$ cat src/rtl/multicycle_control_pkg.sv
// Shared encodings for the multi-cycle MIPS controller: opcodes, state codes, datapath selects
// and the Moore control word produced for each state.
package multicycle_control_pkg;

    localparam logic [5:0] OpRtype = 6'b000000;
    localparam logic [5:0] OpJ     = 6'b000010;
    localparam logic [5:0] OpBeq   = 6'b000100;
    localparam logic [5:0] OpAddi  = 6'b001000;
    localparam logic [5:0] OpLw    = 6'b100011;
    localparam logic [5:0] OpSw    = 6'b101011;

    localparam int unsigned WaitCntW = 8;

    typedef enum logic [3:0] {
        StIdle   = 4'd0,
        StFetch  = 4'd1,
        StDecode = 4'd2,
        StMemAdr = 4'd3,
        StMemRd  = 4'd4,
        StMemWb  = 4'd5,
        StMemWr  = 4'd6,
        StExec   = 4'd7,
        StAluWb  = 4'd8,
        StBranch = 4'd9,
        StAddiEx = 4'd10,
        StAddiWb = 4'd11,
        StJump   = 4'd12
    } state_e;

    localparam logic [1:0] AluOpAdd   = 2'b00;
    localparam logic [1:0] AluOpSub   = 2'b01;
    localparam logic [1:0] AluOpFunct = 2'b10;

    localparam logic [1:0] SrcBReg   = 2'b00;
    localparam logic [1:0] SrcBFour  = 2'b01;
    localparam logic [1:0] SrcBImm   = 2'b10;
    localparam logic [1:0] SrcBImmSh = 2'b11;

    localparam logic [1:0] PcSrcAlu    = 2'b00;
    localparam logic [1:0] PcSrcAluOut = 2'b01;
    localparam logic [1:0] PcSrcJump   = 2'b10;

    typedef struct packed {
        logic       pc_write;
        logic       pc_write_cond;
        logic       i_or_d;
        logic       mem_read;
        logic       mem_write;
        logic       ir_write;
        logic       reg_write;
        logic       mem_to_reg;
        logic       reg_dst;
        logic       alu_src_a;
        logic [1:0] alu_src_b;
        logic [1:0] alu_op;
        logic [1:0] pc_source;
    } ctrl_word_t;

endpackage

$ cat src/rtl/mc_ctrl_out_decode.sv
// Combinational state -> control-word decoder (Moore outputs of the multi-cycle controller).
module mc_ctrl_out_decode
    import multicycle_control_pkg::*;
(
    input  state_e     state,
    output ctrl_word_t ctrl
);

    always_comb begin
        ctrl           = '0;
        ctrl.alu_src_b = SrcBReg;
        ctrl.alu_op    = AluOpAdd;
        ctrl.pc_source = PcSrcAlu;
        case (state)
            StFetch: begin
                ctrl.mem_read  = 1'b1;
                ctrl.ir_write  = 1'b1;
                ctrl.pc_write  = 1'b1;
                ctrl.alu_src_b = SrcBFour;
            end
            StDecode: begin
                ctrl.alu_src_b = SrcBImmSh;
            end
            StMemAdr, StAddiEx: begin
                ctrl.alu_src_a = 1'b1;
                ctrl.alu_src_b = SrcBImm;
            end
            StMemRd: begin
                ctrl.mem_read = 1'b1;
                ctrl.i_or_d   = 1'b1;
            end
            StMemWb: begin
                ctrl.reg_write  = 1'b1;
                ctrl.mem_to_reg = 1'b1;
            end
            StMemWr: begin
                ctrl.mem_write = 1'b1;
                ctrl.i_or_d    = 1'b1;
            end
            StExec: begin
                ctrl.alu_src_a = 1'b1;
                ctrl.alu_op    = AluOpFunct;
            end
            StAluWb: begin
                ctrl.reg_write = 1'b1;
                ctrl.reg_dst   = 1'b1;
            end
            StBranch: begin
                ctrl.alu_src_a     = 1'b1;
                ctrl.alu_op        = AluOpSub;
                ctrl.pc_write_cond = 1'b1;
                ctrl.pc_source     = PcSrcAluOut;
            end
            StAddiWb: begin
                ctrl.reg_write = 1'b1;
            end
            StJump: begin
                ctrl.pc_write  = 1'b1;
                ctrl.pc_source = PcSrcJump;
            end
            default: ;
        endcase
    end

endmodule

$ cat src/rtl/multicycle_control.sv
// Multi-cycle MIPS control FSM: state register, next-state logic, PCEn combine and, when
// MC_CTRL_MEM_WAIT_EN is defined, memory wait handling with a timeout counter.
module multicycle_control
    import multicycle_control_pkg::*;
#(
    parameter int unsigned STATE_W     = 4,
    parameter int unsigned MEM_TIMEOUT = 255
) (
    input  logic               clk,
    input  logic               rst_n,
    input  logic [5:0]         Opcode,
    input  logic               Zero,
`ifdef MC_CTRL_MEM_WAIT_EN
    input  logic               mem_ready,
`endif
    output logic               PCEn,
    output logic               IorD,
    output logic               MemRead,
    output logic               MemWrite,
    output logic               IRWrite,
    output logic               RegWrite,
    output logic               MemtoReg,
    output logic               RegDst,
    output logic               ALUSrcA,
    output logic [1:0]         ALUSrcB,
    output logic [1:0]         ALUOp,
    output logic [1:0]         PCSource,
    output logic               illegal_op,
    output logic               mem_timeout,
    output logic [STATE_W-1:0] state
);

    if (STATE_W < 4) begin : g_state_w_check
        $error("STATE_W must be at least 4");
    end
    if (MEM_TIMEOUT > (2 ** WaitCntW) - 1) begin : g_timeout_check
        $error("MEM_TIMEOUT does not fit the wait counter");
    end

    state_e     state_q, state_d;
    logic       run_q;
    ctrl_word_t ctrl;
    logic       fetch_gate;

    // run_q keeps the FSM in IDLE for the first edge after reset release.
    always_ff @(posedge clk or negedge rst_n) begin
        if (!rst_n) begin
            state_q <= StIdle;
            run_q   <= 1'b0;
        end else begin
            state_q <= state_d;
            run_q   <= 1'b1;
        end
    end

`ifdef MC_CTRL_MEM_WAIT_EN
    logic                wait_state;
    logic                mem_hold;
    logic [WaitCntW-1:0] wait_cnt_q, wait_cnt_d;

    assign wait_state = (state_q == StFetch) || (state_q == StMemRd) || (state_q == StMemWr);
    assign fetch_gate = (state_q != StFetch) || mem_ready;

    always_comb begin
        if (!mem_hold) begin
            wait_cnt_d = '0;
        end else if (wait_cnt_q == '1) begin
            wait_cnt_d = wait_cnt_q;
        end else begin
            wait_cnt_d = wait_cnt_q + 1'b1;
        end
    end

    always_ff @(posedge clk or negedge rst_n) begin
        if (!rst_n) begin
            wait_cnt_q <= '0;
        end else begin
            wait_cnt_q <= wait_cnt_d;
        end
    end
`else
    assign fetch_gate  = 1'b1;
    assign mem_timeout = 1'b0;
`endif

    always_comb begin
        state_d    = state_q;
        illegal_op = 1'b0;
        case (state_q)
            StIdle:   if (run_q) state_d = StFetch;
            StFetch:  state_d = StDecode;
            StDecode: begin
                case (Opcode)
                    OpLw, OpSw: state_d = StMemAdr;
                    OpRtype:    state_d = StExec;
                    OpBeq:      state_d = StBranch;
                    OpAddi:     state_d = StAddiEx;
                    OpJ:        state_d = StJump;
                    default: begin
                        state_d    = StFetch;
                        illegal_op = 1'b1;
                    end
                endcase
            end
            StMemAdr: state_d = (Opcode == OpSw) ? StMemWr : StMemRd;
            StMemRd:  state_d = StMemWb;
            StExec:   state_d = StAluWb;
            StAddiEx: state_d = StAddiWb;
            StMemWb, StMemWr, StAluWb, StAddiWb, StBranch, StJump: state_d = StFetch;
            default:  state_d = StIdle;
        endcase
`ifdef MC_CTRL_MEM_WAIT_EN
        mem_timeout = 1'b0;
        mem_hold    = 1'b0;
        if (wait_state && !mem_ready) begin
            // On timeout the in-flight instruction is abandoned and fetch restarts.
            if ((MEM_TIMEOUT != 0) && (wait_cnt_q == WaitCntW'(MEM_TIMEOUT))) begin
                mem_timeout = 1'b1;
                state_d     = StFetch;
            end else begin
                mem_hold = 1'b1;
                state_d  = state_q;
            end
        end
`endif
    end

    mc_ctrl_out_decode u_out_decode (
        .state (state_q),
        .ctrl  (ctrl)
    );

    assign PCEn     = (ctrl.pc_write & fetch_gate) | (ctrl.pc_write_cond & Zero);
    assign IorD     = ctrl.i_or_d;
    assign MemRead  = ctrl.mem_read;
    assign MemWrite = ctrl.mem_write;
    assign IRWrite  = ctrl.ir_write & fetch_gate;
    assign RegWrite = ctrl.reg_write;
    assign MemtoReg = ctrl.mem_to_reg;
    assign RegDst   = ctrl.reg_dst;
    assign ALUSrcA  = ctrl.alu_src_a;
    assign ALUSrcB  = ctrl.alu_src_b;
    assign ALUOp    = ctrl.alu_op;
    assign PCSource = ctrl.pc_source;
    assign state    = STATE_W'(state_q);

endmodule

$ cat config.mk
export PLATFORM = sky130hd
export DESIGN_NAME = multicycle_control
export DESIGN_NICKNAME = d
export VERILOG_FILES = /design/src/rtl/multicycle_control_pkg.sv /design/src/rtl/mc_ctrl_out_decode.sv /design/src/rtl/multicycle_control.sv
export SDC_FILE = /design/constraint.sdc
export NUM_CORES = 1
export LEC_CHECK = 0
export CAP_MARGIN = 15
export CORE_ASPECT_RATIO = 1.1
export CORE_UTILIZATION = 39
export CTS_BUF_LIST = sky130_fd_sc_hd__clkbuf_4 sky130_fd_sc_hd__clkbuf_8 sky130_fd_sc_hd__clkbuf_16
export CTS_CLUSTER_SIZE = 12
export DETAILED_ROUTE_END_ITERATION = 7
export PLACE_DENSITY_LB_ADDON = 0.12
export SLEW_MARGIN = 20
export SYNTH_ARGS = -nofsm -noshare
export SYNTH_HDL_FRONTEND = slang
export SYNTH_HIERARCHICAL = 1
export SYNTH_SLANG_ARGS = --single-unit
$ cat constraint.sdc
create_clock -name clk -period 1.5 [get_ports clk]
set_input_delay 0.3 -clock clk [delete_from_list [all_inputs] [get_ports clk]]
set_output_delay 0.3 -clock clk [all_outputs]
set_load 0.02 [all_outputs]
==> qor.csv <==
metric,value,unit
total routing usage reported by global routing,25.6,%
worst-case clock buffer depth,2,
I/O pins,30,
RSZ-0062 raised after global routing,yes,
Final WS setup,-0.314,ns
fill cell instance count of the final layout,63,
row cnt,14,
H-tree Lvls,1,
layer with the highest usage after global routing,met2,
Initial Utilization,43.4,%
number of optimization iterations in the first detailed-route pass,4,
pre-CTS worst setup slack,-0.682,ns
HP Class,in2async,
number of failing hold endpoints at the final stage,0,
area taken by flip-flops and latches,130,um^2
number of violations reported at the end of detailed-routing iteration 0,33,
CTS tree,yes,
most common library cells after synthesis,"9 x sky130_fd_sc_hd__nor2_1, 5 x sky130_fd_sc_hd__a21oi_1, 5 x sky130_fd_sc_hd__dfrtp_1, 5 x sky130_fd_sc_hd__nor3_1",
post-cts hold buffer count,0,
cell count after placement,143,
vias after detailed routing,897,
total power divided by cell area,1690,nW/um^2
area added between synthesis and finish,106,%
Core Footprint,1440,um^2
fraction of synthesis flops using an asynchronous set or reset pin,100,%
GRT Residual Overflow,0,
final HPWL from detailed placement,1380,um
class of the most critical setup path,reg2out,
final period utilization,121,%
total of buffers placed on input and output ports,28,
Synth Flop Type,sky130_fd_sc_hd__dfrtp_1,
Post-DP Area,1120,um^2
Worst IR Drop VDD,1.15,mV
count of antenna diodes in the layout,0,
area share of the largest cell type after synthesis,20.1,%
crit path launch type,flop,
die area,1760,um^2
clock latency of the later-clocked register in the worst-skew pair,0.24,ns
NumNets Final,149,
DR vias/cell,5.79,
CTS Root Buffer Type,sky130_fd_sc_hd__clkbuf_4,
routed wire length,2760,um
y dimension of the die,43.9,um
stage delay of the slowest cell on the critical path,0.42,ns
sink count of the clock tree,5,
most numerous cell in the Yosys netlist,sky130_fd_sc_hd__nor2_1,
pin count of the biggest net entering global routing,12,
largest cells by area after synthesis,"sky130_fd_sc_hd__dfrtp_1 20%, sky130_fd_sc_hd__nor2_1 5.4%, sky130_fd_sc_hd__o211ai_1 4.8%",
number of antenna violations at the first check in global routing,0,
final non-filler cell area,1280,um^2
proportion of synthesized chip area in sequential cells,20.1,%
GR met3 Demand/Resource,7.18,%
Period minus WS final,1.81,ns
post-synthesis instance area,623,um^2
CP max stage cell,sky130_fd_sc_hd__dfrtp_2,
gp weighted congestion,0.795,
setup violation total in the final timing report,17,
per-instance average area after synthesis,7.69,um^2
post-DR wirelength/cell,17.8,um
chip width,40.1,um
global routing usage on met2,49.0,%
list of cells traversed by the critical path,"buf_4, and3b_1, or3_1, buf_6",
Fin Clk Skew,0.00707,ns
fraction of final layout cells with drive strength greater than 1,59.0,%
run status,finished with violations,
Post-synth EDFFs,0,
flip-flop and latch count after synthesis,5,
met1 track utilization from global routing,25.6,%
violations in the final reports,setup timing,
wire length of the first global-routing pass,3110,um
clock slew at the register clock pins of the worst setup and hold paths,0.05,ns
gate family responsible for the most delay along the worst path,simple AND/OR/NAND/NOR gates,
critical path capture point type,output port,
Antenna Nets Post-Route,0,
combined buffer and inverter count along the critical path,2,
max-slew violation count,0,
Final TNS setup,-3.22,ns
Crit path arrival time,1.51,ns
via count of the first global-routing pass,763,
post-synthesis instance total,81,
max-cap violations,0,
number of warnings printed during yosys synthesis,6,
largest fanout on the critical path,5,
dominant cell type by area after synthesis,sky130_fd_sc_hd__dfrtp_1,
Multi-input gate area,544,um^2
Worst Path Required,1.20,ns
P_leak,0.594,nW
library cells used by synthesis,39,
fin cells,155,
drc violations,0,
Highest Clock Rate,0.551,GHz
syn_nets,90,
number of CTS-inserted buffers,3,
==> layout make-up <==
| cell class | count | area share, % |
|---|---|---|
| Timing Repair Buffer | 62 | 42.7 |
| Multi-Input combinational cell | 65 | 42.4 |
| Sequential cell | 5 | 10.1 |
| Clock buffer | 4 | 2.34 |
| Tap cell | 16 | 1.56 |
| Inverter | 3 | 0.877 |
==> metrics by stage <==
stage	total power [mW]	hold WS, ns	util [%]
final	2.17	0.268	89.4
after global routing	2.27	0.275	89.4
after CTS	1.92	0.272	82.1
after detailed placement	1.66	0.499	78.0
after global placement	1.63	0.461	78.0
after floorplan	1.03	0.00441	-
==> cell usage in the layout, fill, tap and decap left out, types with 2 or more instances in the layout <==
cell type,synthesis,layout
sky130_fd_sc_hd__nor3_2,0,3
sky130_fd_sc_hd__o21ai_0,3,3
sky130_fd_sc_hd__nor3b_2,1,2
sky130_fd_sc_hd__conb_1,2,2
sky130_fd_sc_hd__o211ai_1,4,4
sky130_fd_sc_hd__nor3_1,5,2
sky130_fd_sc_hd__nand2_1,3,3
sky130_fd_sc_hd__clkdlybuf4s50_1,0,2
sky130_fd_sc_hd__and3b_1,2,2
sky130_fd_sc_hd__nor2_4,0,3
sky130_fd_sc_hd__a211oi_2,0,2
sky130_fd_sc_hd__buf_2,4,2
sky130_fd_sc_hd__dfrtp_2,0,4
sky130_fd_sc_hd__nor4bb_4,0,2
sky130_fd_sc_hd__nor3b_1,3,2
sky130_fd_sc_hd__a21oi_1,5,4
sky130_fd_sc_hd__buf_6,1,16
sky130_fd_sc_hd__dlygate4sd2_1,0,6
sky130_fd_sc_hd__buf_4,3,34
sky130_fd_sc_hd__clkbuf_4,0,4
sky130_fd_sc_hd__nor2_1,9,5
sky130_fd_sc_hd__o21bai_1,2,2
sky130_fd_sc_hd__inv_1,3,3
==> routing by layer <==
layer	vias to the layer above	share of wire, %
li1	414	-
met1	438	38
met2	39	55
met3	6	5.4
met4	0	1.7
met5	-	0
==> logic make-up (layout without fill, tap and decap cells) <==
group / Yosys count / in the layout / share of synthesized area [%]
flip-flops: 5 / 5 / 20.1
XOR/XNOR: 2 / 2 / 2.81
other: 2 / 2 / 1.21
buffers and inverters: 11 / 69 / 10.4
AO/OA/AOI/OAI: 20 / 20 / 21.5
AND/OR/NAND/NOR: 41 / 41 / 44.0
==> worst paths after layout <==
check | start | to | slack (ns) | cells after the start
max in group asynchronous | rst_n | state[3] | 1.03 | 1
hold / removal | rst_n | state[0] | 0.27 | 1
min in group clk | run_q | state[0] | 0.50 | 2
hold reg to reg | run_q | state[0] | 0.50 | 2
setup / recovery | state[1] | ALUSrcA | -0.31 | 4
setup reg to reg | state[0] | state[3] | 0.12 | 6
==> power by group <==
part	total, mW	leakage, nW	internal (mW)	switching [mW]
Clock	0.173	0.0184	0.119	0.0544
Combinational	1.76	0.517	0.864	0.894
Sequential	0.241	0.0582	0.181	0.0594
Total	2.17	0.594	1.16	1.01
==> flip-flops by register name, summed over array words and instances, names as in the netlist <==
signal	count
run_q	1
state	4
==> what timing repair did <==
item                       in CTS  in global routing
cloned                          1                  0
resized for setup             112                 26
buffers inserted                4                  4
setup endpoints to repair      22                 19
pin swaps                       8                  9
No activity file was read; power rests on OpenSTA's default activity.
